--- config.mk ---
export PLATFORM = sky130hd
export DESIGN_NAME = dag_dm_addr
export DESIGN_NICKNAME = d
export VERILOG_FILES = /design/src/rtl/dag_pkg.sv /design/src/rtl/dag_circ_add.sv /design/src/rtl/dag_dm_addr.sv
export SDC_FILE = /design/constraint.sdc
export NUM_CORES = 1
export LEC_CHECK = 0
export ABC_AREA = 0
export CAP_MARGIN = 30
export CORE_ASPECT_RATIO = 1.1
export CORE_UTILIZATION = 60
export CTS_BUF_LIST = sky130_fd_sc_hd__clkbuf_4 sky130_fd_sc_hd__clkbuf_8
export DETAILED_ROUTE_END_ITERATION = 16
export GPL_ROUTABILITY_DRIVEN = 0
export GPL_TIMING_DRIVEN = 0
export HOLD_SLACK_MARGIN = 0.12
export PLACE_DENSITY = 0.75
export SLEW_MARGIN = 20
export SYNTH_ARGS = -nofsm -noshare
export SYNTH_HDL_FRONTEND = slang
export SYNTH_HIERARCHICAL = 1
export SYNTH_SLANG_ARGS = --single-unit
--- constraint.sdc ---
create_clock -name clk -period 9.85 [get_ports clk]
set_input_delay 2.4625 -clock clk [delete_from_list [all_inputs] [get_ports clk]]
set_output_delay 2.4625 -clock clk [all_outputs]
set_load 0.005 [all_outputs]
--- src/rtl/dag_pkg.sv ---
// Shared encodings for the data address generator.
package dag_pkg;

  localparam int unsigned DG_NREG = 4;

  // ureg select field positions: [3:2] register class, [1:0] register index.
  localparam int unsigned DG_UREG_CLS_MSB = 3;
  localparam int unsigned DG_UREG_CLS_LSB = 2;
  localparam int unsigned DG_UREG_IDX_MSB = 1;
  localparam int unsigned DG_UREG_IDX_LSB = 0;

  typedef enum logic [1:0] {
    DG_CLS_I = 2'b00,
    DG_CLS_M = 2'b01,
    DG_CLS_L = 2'b10,
    DG_CLS_B = 2'b11
  } dg_cls_e;

endpackage

--- src/rtl/dag_circ_add.sv ---
// Index update arithmetic: I+M with optional circular-buffer wrap into [B, B+L).
module dag_circ_add #(
  parameter int unsigned DMA_SIZE = 16
) (
  input  logic [DMA_SIZE-1:0] i_i,
  input  logic [DMA_SIZE-1:0] m_i,
  input  logic [DMA_SIZE-1:0] l_i,
  input  logic [DMA_SIZE-1:0] b_i,
  output logic [DMA_SIZE-1:0] w_o
);

  // Two guard bits: one for the unsigned carry, one for the sign of M.
  localparam int unsigned SW = DMA_SIZE + 2;

  logic signed [SW-1:0] sum;
  logic signed [SW-1:0] lo;
  logic signed [SW-1:0] hi;

  assign sum = $signed({2'b00, i_i}) + $signed({{2{m_i[DMA_SIZE-1]}}, m_i});
  assign lo  = $signed({2'b00, b_i});
  assign hi  = $signed({2'b00, b_i}) + $signed({2'b00, l_i});

  // L=0 means linear addressing; otherwise fold one buffer length back into range.
  always_comb begin
    w_o = sum[DMA_SIZE-1:0];
    if (l_i != '0) begin
      if (sum >= hi) begin
        w_o = sum[DMA_SIZE-1:0] - l_i;
      end else if (sum < lo) begin
        w_o = sum[DMA_SIZE-1:0] + l_i;
      end
    end
  end

endmodule

--- src/rtl/dag_dm_addr.sv ---
// DM data address generator: I/M/L/B register files, ureg access, registered DM address.
module dag_dm_addr
  import dag_pkg::*;
#(
  parameter int unsigned DMA_SIZE = 16,
  parameter int unsigned NREG     = 4
) (
  input  logic                clk,
  input  logic                reset,
  input  logic                ps_dg_en,
  input  logic                ps_dg_pre,
  input  logic [1:0]          ps_dg_iadd,
  input  logic [1:0]          ps_dg_madd,
  input  logic                ps_dg_wrt_en,
  input  logic                ps_dg_rd_en,
  input  logic [3:0]          ps_dg_ureg_add,
  input  logic [DMA_SIZE-1:0] bc_dg_dt,
  output logic [DMA_SIZE-1:0] dg_dm_add,
  output logic [DMA_SIZE-1:0] dg_bc_dt
);

  logic [DMA_SIZE-1:0] i_q [NREG];
  logic [DMA_SIZE-1:0] i_d [NREG];
  logic [DMA_SIZE-1:0] m_q [NREG];
  logic [DMA_SIZE-1:0] m_d [NREG];
  logic [DMA_SIZE-1:0] l_q [NREG];
  logic [DMA_SIZE-1:0] l_d [NREG];
  logic [DMA_SIZE-1:0] b_q [NREG];
  logic [DMA_SIZE-1:0] b_d [NREG];
  logic [DMA_SIZE-1:0] add_q, add_d;
  logic [DMA_SIZE-1:0] bc_q, bc_d;

  dg_cls_e             ureg_cls;
  logic [1:0]          ureg_idx;
  logic [DMA_SIZE-1:0] rd_val;
  logic [DMA_SIZE-1:0] wrap_val;

  assign ureg_cls = dg_cls_e'(ps_dg_ureg_add[DG_UREG_CLS_MSB:DG_UREG_CLS_LSB]);
  assign ureg_idx = ps_dg_ureg_add[DG_UREG_IDX_MSB:DG_UREG_IDX_LSB];

  // L and B follow the I selector; M has its own selector.
  dag_circ_add #(
    .DMA_SIZE(DMA_SIZE)
  ) u_circ_add (
    .i_i(i_q[ps_dg_iadd]),
    .m_i(m_q[ps_dg_madd]),
    .l_i(l_q[ps_dg_iadd]),
    .b_i(b_q[ps_dg_iadd]),
    .w_o(wrap_val)
  );

  // ureg read mux over pre-edge register contents.
  always_comb begin
    rd_val = '0;
    unique case (ureg_cls)
      DG_CLS_I: rd_val = i_q[ureg_idx];
      DG_CLS_M: rd_val = m_q[ureg_idx];
      DG_CLS_L: rd_val = l_q[ureg_idx];
      DG_CLS_B: rd_val = b_q[ureg_idx];
      default:  rd_val = '0;
    endcase
  end

  // Next state: access update first, then ureg write so it wins on the same I register.
  always_comb begin
    i_d   = i_q;
    m_d   = m_q;
    l_d   = l_q;
    b_d   = b_q;
    add_d = add_q;
    bc_d  = bc_q;

    if (ps_dg_en) begin
      if (ps_dg_pre) begin
        add_d = wrap_val;
      end else begin
        add_d              = i_q[ps_dg_iadd];
        i_d[ps_dg_iadd]    = wrap_val;
      end
    end

    if (ps_dg_wrt_en) begin
      unique case (ureg_cls)
        DG_CLS_I: i_d[ureg_idx] = bc_dg_dt;
        DG_CLS_M: m_d[ureg_idx] = bc_dg_dt;
        DG_CLS_L: l_d[ureg_idx] = bc_dg_dt;
        DG_CLS_B: begin
          b_d[ureg_idx] = bc_dg_dt;
          i_d[ureg_idx] = bc_dg_dt;
        end
        default: ;
      endcase
    end

    if (ps_dg_rd_en) begin
      bc_d = rd_val;
    end
  end

  // State registers, cleared asynchronously.
  always_ff @(posedge clk or negedge reset) begin
    if (!reset) begin
      for (int k = 0; k < NREG; k++) begin
        i_q[k] <= '0;
        m_q[k] <= '0;
        l_q[k] <= '0;
        b_q[k] <= '0;
      end
      add_q <= '0;
      bc_q  <= '0;
    end else begin
      i_q   <= i_d;
      m_q   <= m_d;
      l_q   <= l_d;
      b_q   <= b_d;
      add_q <= add_d;
      bc_q  <= bc_d;
    end
  end

  assign dg_dm_add = add_q;
  assign dg_bc_dt  = bc_q;

endmodule

==> run metrics, run 1 <==
Total Wirelength 55,200 um; Area growth syn-to-layout 11.2%; vias in the first global route 14,976; first-pass GRT wire length 85,400 um; register bit count reported by yosys 288; Synth Instances 1,687; Worst EP required 10,340 ps; antenna cells 0; TritonRoute pass-1 iters 7; placed inst area 20,200 sq um; CP dominant cell by count a21oi_1; CTS Buffer Depth 3; Max FO, Critical Path 10; IO Pins 62; ys async rst share 100%; DRC Markers 0; Rel. slew slack 43.7%; YS warnings 6; largest net degree at the start of global routing 104; CTS buffer count 45; share of the yosys chip area belonging to registers 37.8%; Synth Cell Area 19,100 sq um; WL/cell 24.5 um; synth unique cells 76; routed vias 14,753; Die Area 32,500 sq um; fillers 2,412; HP Class flop to flop; Period minus WS final 9170 ps; Die H 189 um; Mapped Nets 1,814; Synth Area per Inst 11.3 sq um; detailed placer's ending HPWL 43,200 um; DRC marker count from the first detailed-route iteration 1,268; setup TNS 0 ps; family with the most delay on the worst path compound AO/OA/AOI/OAI gates; fin crit share 93.1%; antenna violations before repair 0; number of synthesized flops with an enable pin 0; DP Worst Slack -15.8 ps; Hold Fails Final Rpt 0; Buf/Inv on CP 4; H-Tree Depth 2; grt ovf 0; Critical Path AT 9660 ps; CP Capture Type flop; Max Slew Vio Count 0; Hold Slack 529 ps; worst skew pair latency 580 ps; TritonCTS clock tree built; Total GRT Usage 35.1%; nets@finish 1,918; final setup fails 0; Primary FF master, synth dfrtp_1; RSZ-0062 raised after global routing false; total core area 31,300 sq um; Cell Rows 68; Leak Pwr 9.26 nW; delay of the slowest critical-path stage 650 ps; worst slew pin tran 839 ps; Crit Path Class primary input to flop; Max Freq 109 MHz; run status finished clean; slowest stage cell, crit path buf_1; share of cells above drive strength 1 26.1%; sequential cell area 7210 sq um; final worst slack 684 ps; Die X 172 um; clock transition at the registers of the reported paths 60 ps; Peak supply drop 0.237 mV; Max-Cap Viols 0; startpoint types primary input; area of the multi-input gates 11,000 sq um; Routed Antenna Nets 0; post-DR vias/cell 6.57; clk_skew 20.1 ps; Root Driver clkbuf_8; Clock Sinks 288; Initial Util 60.9%; I/O Buffers 54; setup slack, reg-to-reg 3200 ps; pwr dens 346 nW/um^2; fin area 21,200 sq um
cell type report:
cell class,instances,area share [%]
plain buffers,118,3.08
flip-flops and latches,288,34.0
clock inverters,4,0.106
well taps,420,2.48
clock buffers,79,4.54
repair buffers,57,2.96
multi-input cells,1226,51.9
inverters,55,0.974
what timing repair did:
action	4_1_cts	5_1_grt
buffers inserted	0	0
hold buffers	0	0
gates resized for setup	0	1
endpoints found under the setup margin	0	2
layer usage:
| metal | vias up | global-route usage (%) | wire, um |
|---|---|---|---|
| met4 | 0 | 16.6 | 2610 |
| met5 | - | 0 | 0 |
| met3 | 161 | 5.69 | 3990 |
| met2 | 639 | 56.9 | 26300 |
| met1 | 7405 | 46.1 | 22300 |
| li1 | 6548 | - | - |
flip-flops by register name, summed over array words and instances (netlist names):
name and cells:
m_q 64, dg_dm_add 16, b_q 64, i_q 64, dg_bc_dt 16, l_q 64
power breakdown:
group          total (mW)  switching [mW]  internal (mW)  leakage, nW
clock network        1.09           0.480          0.611        0.528
logic                4.41            2.60           1.81         5.22
registers            1.84           0.286           1.55         3.51
total                7.34            3.37           3.97         9.26
cells in the final DEF, fill, tap and decap left out, types with 4 or more instances in the layout:
cell type,netlist,final
mux2_2,208,208
ha_1,93,93
inv_1,55,55
mux4_2,80,80
o21ai_0,72,72
o21ai_1,10,10
a211oi_1,10,9
nor2b_1,9,9
nand2_2,4,4
clkdlybuf4s50_1,0,53
a221o_1,7,7
clkbuf_1,45,45
buf_2,38,38
a31oi_1,21,21
buf_6,13,13
o21a_1,8,8
nor3_1,16,16
nand4_1,4,4
a21oi_1,103,103
or2_2,5,5
buf_4,16,16
xor2_1,12,12
nand2b_1,11,11
and3_1,4,4
a211oi_2,4,5
o22ai_1,49,49
o21bai_1,11,11
clkbuf_8,0,59
nor2_1,103,103
dfrtp_1,288,288
clkbuf_4,0,20
nor4_1,4,4
nand2_1,86,86
fa_1,4,4
a2111oi_0,16,16
o221ai_1,7,7
mux2i_1,161,161
xnor2_1,15,15
a21o_1,21,21
per-stage QoR:
stage	cells	power, mW	util, %
floorplan	1687	4.85	-
global placement	2161	5.98	64.3
detailed placement	2164	6.14	64.5
CTS	2247	7.24	67.7
global route	2247	7.83	67.7
finish	2247	7.34	67.7
cells in the mapped netlist (5+ instances only):
library cell  instances  area share (%)
inv_1                55             1.1
buf_4                16            0.63
o21ai_0              72             1.9
o221ai_1              7            0.32
mux2_2              208              12
nor2b_1               9            0.30
ha_1                 93             6.1
nor2_1              103             2.0
dfrtp_1             288              38
nand2_1              86             1.7
nor3_1               16            0.42
o21bai_1             11            0.43
a21oi_1             103             2.7
xnor2_1              15            0.69
a2111oi_0            16            0.74
a211oi_1             10            0.39
o21ai_1              10            0.26
xor2_1               12            0.55
buf_2                38             1.0
or2_2                 5            0.16
nand2b_1             11            0.36
o22ai_1              49             1.6
mux2i_1             161             8.5
buf_6                13            0.77
a21o_1               21            0.83
a221o_1               7            0.37
mux4_2               80             9.5
clkbuf_1             45            0.89
o21a_1                8            0.32
a31oi_1              21            0.69
path summary, 6_finish.rpt:
check,startpoint,end,depth (start not counted)
max in group asynchronous,reset,m_q[0],3
min,m_q[10],m_q[10],1
max reg2reg,l_q[16],dg_dm_add[14],23
min in group asynchronous,reset,b_q[13],1
min reg2reg,m_q[10],m_q[10],1
max,ps_dg_iadd[1],dg_dm_add[14],26
kinds of logic after synthesis:
| family | after synthesis | synth area share, % |
|---|---|---|
| mux | 450 | 30.3 |
| xor+xnor | 28 | 1.33 |
| buf+inv | 173 | 4.50 |
| fa+ha+maj | 98 | 6.59 |
| simple gates | 270 | 6.66 |
| compound gates | 380 | 12.8 |
| flops | 288 | 37.8 |
(Power assumes the default switching activity.)
==> inputs of run 2 (changes only) <==
--- a/config.mk
+++ b/config.mk
@@ -9,12 +9,14 @@
 export CAP_MARGIN = 30
 export CORE_ASPECT_RATIO = 1.1
 export CORE_UTILIZATION = 60
-export CTS_BUF_LIST = sky130_fd_sc_hd__clkbuf_4 sky130_fd_sc_hd__clkbuf_8
+export CTS_BUF_LIST = sky130_fd_sc_hd__clkbuf_8
 export DETAILED_ROUTE_END_ITERATION = 16
 export GPL_ROUTABILITY_DRIVEN = 0
 export GPL_TIMING_DRIVEN = 0
 export HOLD_SLACK_MARGIN = 0.12
 export PLACE_DENSITY = 0.75
+export SETUP_SLACK_MARGIN = 0.4
+export SKIP_LAST_GASP = 1
 export SLEW_MARGIN = 20
 export SYNTH_ARGS = -nofsm -noshare
 export SYNTH_HDL_FRONTEND = slang
==> run metrics, run 2 (synthesized netlist as in run 1, its figures left out) <==
run status finished clean (unchanged); first-pass GRT wire length 85,500 um (was 85,400 um); fillers 2,432 (was 2,412); grt ovf 0 (unchanged); Hold-fix buffers, CTS 0 (unchanged); DP Worst Slack -15.8 ps (unchanged); detailed placer's ending HPWL 43,200 um (unchanged); WL/cell 24.5 um (about the same); worst r2r src l_q[16] (unchanged); fin crit share 91.2% (was 93.1%); Period minus WS final 8990 ps (was 9170 ps); slowest stage cell, crit path mux4_2 (was buf_1); Worst EP required 10,330 ps (was 10,340 ps); Crit Path Class primary input to flop (unchanged); combinational power share 61.0% (was 60.1%); I/O Buffers 54 (unchanged); pwr dens 346 nW/um^2 (about the same); worst skew pair latency 590 ps (was 580 ps); delay of the slowest critical-path stage 600 ps (was 650 ps); Die Area 32,500 sq um (unchanged); CTS Buffer Depth 3 (unchanged); Die X 172 um (unchanged); R2R depth 24 (was 23); total core area 31,300 sq um (unchanged); Max-Cap Viols 0 (unchanged); Area growth syn-to-layout 11.0% (was 11.2%); Critical Path Start ps_dg_iadd[0] (was ps_dg_iadd[1]); TritonCTS clock tree built (unchanged); Peak supply drop 0.218 mV (was 0.237 mV); Total Wirelength 55,000 um (was 55,200 um); Clock Sinks 288 (unchanged); post-cts sizing count 0 (unchanged); routed vias 14,773 (was 14,753); IO Pins 62 (unchanged); Max Freq 111 MHz (was 109 MHz); commonest non-fill, non-tap cell in the layout dfrtp_1 (unchanged); Hold Slack 526 ps (was 529 ps); placed inst area 20,200 sq um (unchanged); fin area 21,200 sq um (about the same); Routed Antenna Nets 0 (unchanged); Seq pwr share 25.1% (about the same); Die H 189 um (unchanged); Root Driver clkbuf_8 (unchanged); critical hold path startpoint m_q[10] (unchanged); Pint 3.92 mW (was 3.97 mW); clock transition at the registers of the reported paths 60 ps (about the same); H-Tree Depth 2 (unchanged); clk_skew 26.0 ps (was 20.1 ps); startpoint types primary input (unchanged); largest net degree at the start of global routing 104 (unchanged); worst slew pin tran 736 ps (was 839 ps); DRC marker count from the first detailed-route iteration 1,290 (was 1,268); DRC Markers 0 (unchanged); RSZ-0062 raised after global routing true (was false); share of cells above drive strength 1 25.5% (was 26.1%); Max Slew Vio Count 0 (unchanged); setup TNS 0 ps (unchanged); Max FO, Critical Path 10 (unchanged); final worst slack 864 ps (was 684 ps); Initial Util 60.9% (unchanged); CP Capture Type flop (unchanged); nets@finish 1,918 (unchanged); Sw Share 46.5% (was 45.9%); Rel. slew slack 50.3% (was 43.7%); final setup fails 0 (unchanged); vias in the first global route 14,996 (was 14,976); Leak Pwr 9.29 nW (was 9.26 nW); Post-CTS Setup Repair Bufs 0 (unchanged); post-DR vias/cell 6.57 (about the same); TritonRoute pass-1 iters 5 (was 7); CTS buffer count 45 (unchanged); CP dominant cell by count a21oi_1 (unchanged); most frequent cells in the layout dfrtp_1, mux2_2, mux2i_1 (unchanged); HP Class flop to flop (unchanged); worst hold path cell count 1 (unchanged); Total GRT Usage 35.2% (was 35.1%); Psw 3.41 mW (was 3.37 mW); Cell Rows 68 (unchanged); antenna cells 0 (unchanged); share of power burned in the clock network 13.9% (was 14.9%); antenna violations before repair 0 (unchanged); Critical Path AT 9470 ps (was 9660 ps); Hold Fails Final Rpt 0 (unchanged)
==> run 2: power groups by stage <==
stage	combinational (mW)	clock, mW	sequential (mW)
6_report	4.47	1.02	1.84
5_1_grt	4.85	1.08	1.88
4_1_cts	4.31	1.03	1.83
3_5_place_dp	4.29	0	1.84
3_3_place_gp	4.17	0	1.81
2_1_floorplan	3.10	0	1.75
==> run 2: worst max-delay path: cells and delay by family <==
family          cells  cell delay [ps]
buf+inv             4             1230
fa+ha+maj           3              820
compound gates     15             3660
simple gates        3              510
mux                 2              760
==> run 2: final timing paths <==
check	to	slack [ps]
worst max-delay path	i_q[23]	860
worst max register to register	i_q[23]	3220
worst min-delay path	m_q[10]	530
max in group asynchronous	m_q[20]	6890
min in group asynchronous	i_q[12]	1770
worst min register to register	m_q[10]	530
==> run 2: metal layers <==
metal | track usage, % | routed length (um)
met5 | 0 | 0
met2 | 56.9 | 26400
met4 | 16.4 | 2430
met1 | 46.4 | 22200
met3 | 5.58 | 3960
==> run 2: per-stage QoR <==
stage,utilization (%),total power [mW],std cells
after global routing,67.6,7.81,2247
after detailed placement,64.5,6.14,2164
after CTS,67.5,7.17,2247
after floorplan,-,4.85,1687
after global placement,64.3,5.98,2161
final,67.6,7.33,2247
==> run 2: area by class of cell <==
| cell class | count | area, sq um | share of cell area (%) |
|---|---|---|---|
| tap | 420 | 526 | 2.48 |
| timing repair buffer | 57 | 628 | 2.97 |
| clock inverter | 24 | 97.6 | 0.461 |
| clock buffer | 59 | 812 | 3.84 |
| multi-input combinational | 1226 | 11000 | 52.1 |
| inverter | 55 | 206 | 0.976 |
| sequential | 288 | 7210 | 34.1 |
| buffer | 118 | 658 | 3.11 |
==> inputs of run 3 (changes only) <==
--- a/config.mk
+++ b/config.mk
@@ -15,7 +15,7 @@
 export GPL_TIMING_DRIVEN = 0
 export HOLD_SLACK_MARGIN = 0.12
 export PLACE_DENSITY = 0.75
-export SETUP_SLACK_MARGIN = 0.4
+export SETUP_SLACK_MARGIN = 0.05
 export SKIP_LAST_GASP = 1
 export SLEW_MARGIN = 20
 export SYNTH_ARGS = -nofsm -noshare
==> run metrics, run 3 (synthesized netlist as in run 1, its figures left out) <==
WL/cell 24.5 um (about the same); final core occ 67.5% (was 67.6%); fin crit share 93.6% (was 91.2%); grt ovf 0 (unchanged); final worst slack 633 ps (was 864 ps); Die X 172 um (unchanged); nets@finish 1,918 (unchanged); Die H 189 um (unchanged); worst skew pair latency 580 ps (was 590 ps); largest net degree at the start of global routing 104 (unchanged); clock transition at the registers of the reported paths 60 ps (about the same); vias in the first global route 14,996 (unchanged); Period minus WS final 9220 ps (was 8990 ps); DRC marker count from the first detailed-route iteration 1,215 (was 1,290); Max Freq 108 MHz (was 111 MHz); Critical Path AT 9710 ps (was 9470 ps); HP Class flop to flop (unchanged); TritonRoute pass-1 iters 5 (unchanged); Crit Path Class primary input to flop (unchanged); TritonCTS clock tree built (unchanged); startpoint types primary input (unchanged); Max-Cap Viols 0 (unchanged); antenna cells 0 (unchanged); combinational power share 60.7% (was 61.0%); final setup fails 0 (unchanged); first-pass GRT wire length 85,500 um (unchanged); DP Worst Slack -15.8 ps (unchanged); fillers 2,431 (was 2,432); Total GRT Usage 35.2% (unchanged); RSZ-0062 raised after global routing false (was true); Pint 3.90 mW (was 3.92 mW); Rel. slew slack 40.0% (was 50.3%); Worst EP required 10,340 ps (was 10,330 ps); CTS buffer count 45 (unchanged); CTS Buffer Depth 3 (unchanged); Initial Util 60.9% (unchanged); Psw 3.37 mW (was 3.41 mW); Hold Slack 529 ps (was 526 ps); Hold-fix buffers, CTS 0 (unchanged); clk_skew 21.4 ps (was 26.0 ps); I/O Buffers 54 (unchanged); Root Driver clkbuf_8 (unchanged); DRC Markers 0 (unchanged); Clock Sinks 288 (unchanged); Peak supply drop 0.240 mV (was 0.218 mV); antenna violations before repair 0 (unchanged); routed vias 14,738 (was 14,773); pwr dens 344 nW/um^2 (was 346 nW/um^2); detailed placer's ending HPWL 43,200 um (unchanged); Cell Rows 68 (unchanged); most frequent cells in the layout dfrtp_1, mux2_2, mux2i_1 (unchanged); H-Tree Depth 2 (unchanged); share of power burned in the clock network 14.0% (was 13.9%); commonest non-fill, non-tap cell in the layout dfrtp_1 (unchanged); worst slew pin tran 895 ps (was 736 ps); Power, Total 7.27 mW (was 7.33 mW); Max FO, Critical Path 10 (unchanged); run status finished clean (unchanged); total core area 31,300 sq um (unchanged); Total Wirelength 55,000 um (about the same); Max Slew Vio Count 0 (unchanged); Routed Antenna Nets 0 (unchanged); share of cells above drive strength 1 25.0% (was 25.5%); post-DR vias/cell 6.56 (was 6.57); Leak Pwr 9.27 nW (was 9.29 nW); Area growth syn-to-layout 10.9% (was 11.0%); Die Area 32,500 sq um (unchanged); setup slack, reg-to-reg 3180 ps (was 3220 ps); Sw Share 46.4% (was 46.5%); CP Capture Type flop (unchanged); IO Pins 62 (unchanged); Hold Fails Final Rpt 0 (unchanged); Seq pwr share 25.3% (was 25.1%)
## run 3: cell types whose count changed in the layout (fill, tap and decap cells not counted), moves of 2 or more
cell and change:
a21oi_2 -2, a21oi_1 +2, clkbuf_2 -3, o21ai_1 +2, o21ai_2 -2, buf_1 +2
## run 3: power groups by stage
stage	clock [mW]	combinational, mW	sequential (mW)
6_report	1.02	4.41	1.84
5_1_grt	1.08	4.80	1.88
4_1_cts	1.03	4.31	1.83
3_5_place_dp	0	4.29	1.84
3_3_place_gp	0	4.17	1.81
2_1_floorplan	0	3.10	1.75
## run 3: stage by stage
stage / std cells / area [sq um] / setup TNS (ps)
after floorplan: 1687 / 19100 / 0
after global placement: 2161 / 20100 / -1672600
after detailed placement: 2164 / 20200 / -40.6
after CTS: 2247 / 21100 / 0
after global routing: 2247 / 21100 / 0
final: 2247 / 21100 / 0
## run 3: path summary, 6_finish.rpt
path | to | startpoint | cells past startpoint
max | i_q[40] | ps_dg_iadd[1] | 27
min | b_q[25] | b_q[25] | 1
max reg2reg | i_q[40] | l_q[16] | 24
min reg2reg | b_q[25] | b_q[25] | 1
max in group asynchronous | m_q[20] | reset | 3
min in group asynchronous | dg_dm_add[11] | reset | 1
## run 3: critical path, cell delays in order
cell	delay (ps)
buf_4	140
buf_2	390
buf_1	660
mux4_2	470
ha_1	270
fa_1	410
a21o_1	180
a21oi_1	230
o21bai_1	100
a21oi_1	230
o21bai_1	100
a21oi_1	230
nor2_1	70
o21a_1	190
o41ai_1	470
o21ai_0	280
a31oi_1	220
ha_1	140
a21boi_0	150
o21ai_0	190
or2_2	370
a21boi_2	400
buf_2	360
o22ai_1	110
a21oi_1	500
mux2i_1	160
o21ai_0	200
## run 3: what timing repair did
| item | 4_1_cts | 5_1_grt |
|---|---|---|
| gates resized for setup | 0 | 1 |
| buffers inserted | 0 | 0 |
| setup endpoints to repair | 0 | 4 |
## run 3: metal layers
layer	vias to the layer above	share of wire [%]	track usage [%]
met5	-	0	0
met4	0	4.5	16.4
met3	146	7.3	5.58
met2	659	48	56.9
met1	7393	40	46.4
li1	6540	-	-
## run 3: final cells by class
type	instances	area (sq um)	share of cell area, %
buffer	118	652	3.09
clock buffer	59	812	3.84
clock inverter	24	97.6	0.462
inverter	55	206	0.977
multi-input combinational	1226	11000	52.1
sequential	288	7210	34.1
tap	420	526	2.49
timing repair buffer	57	628	2.97
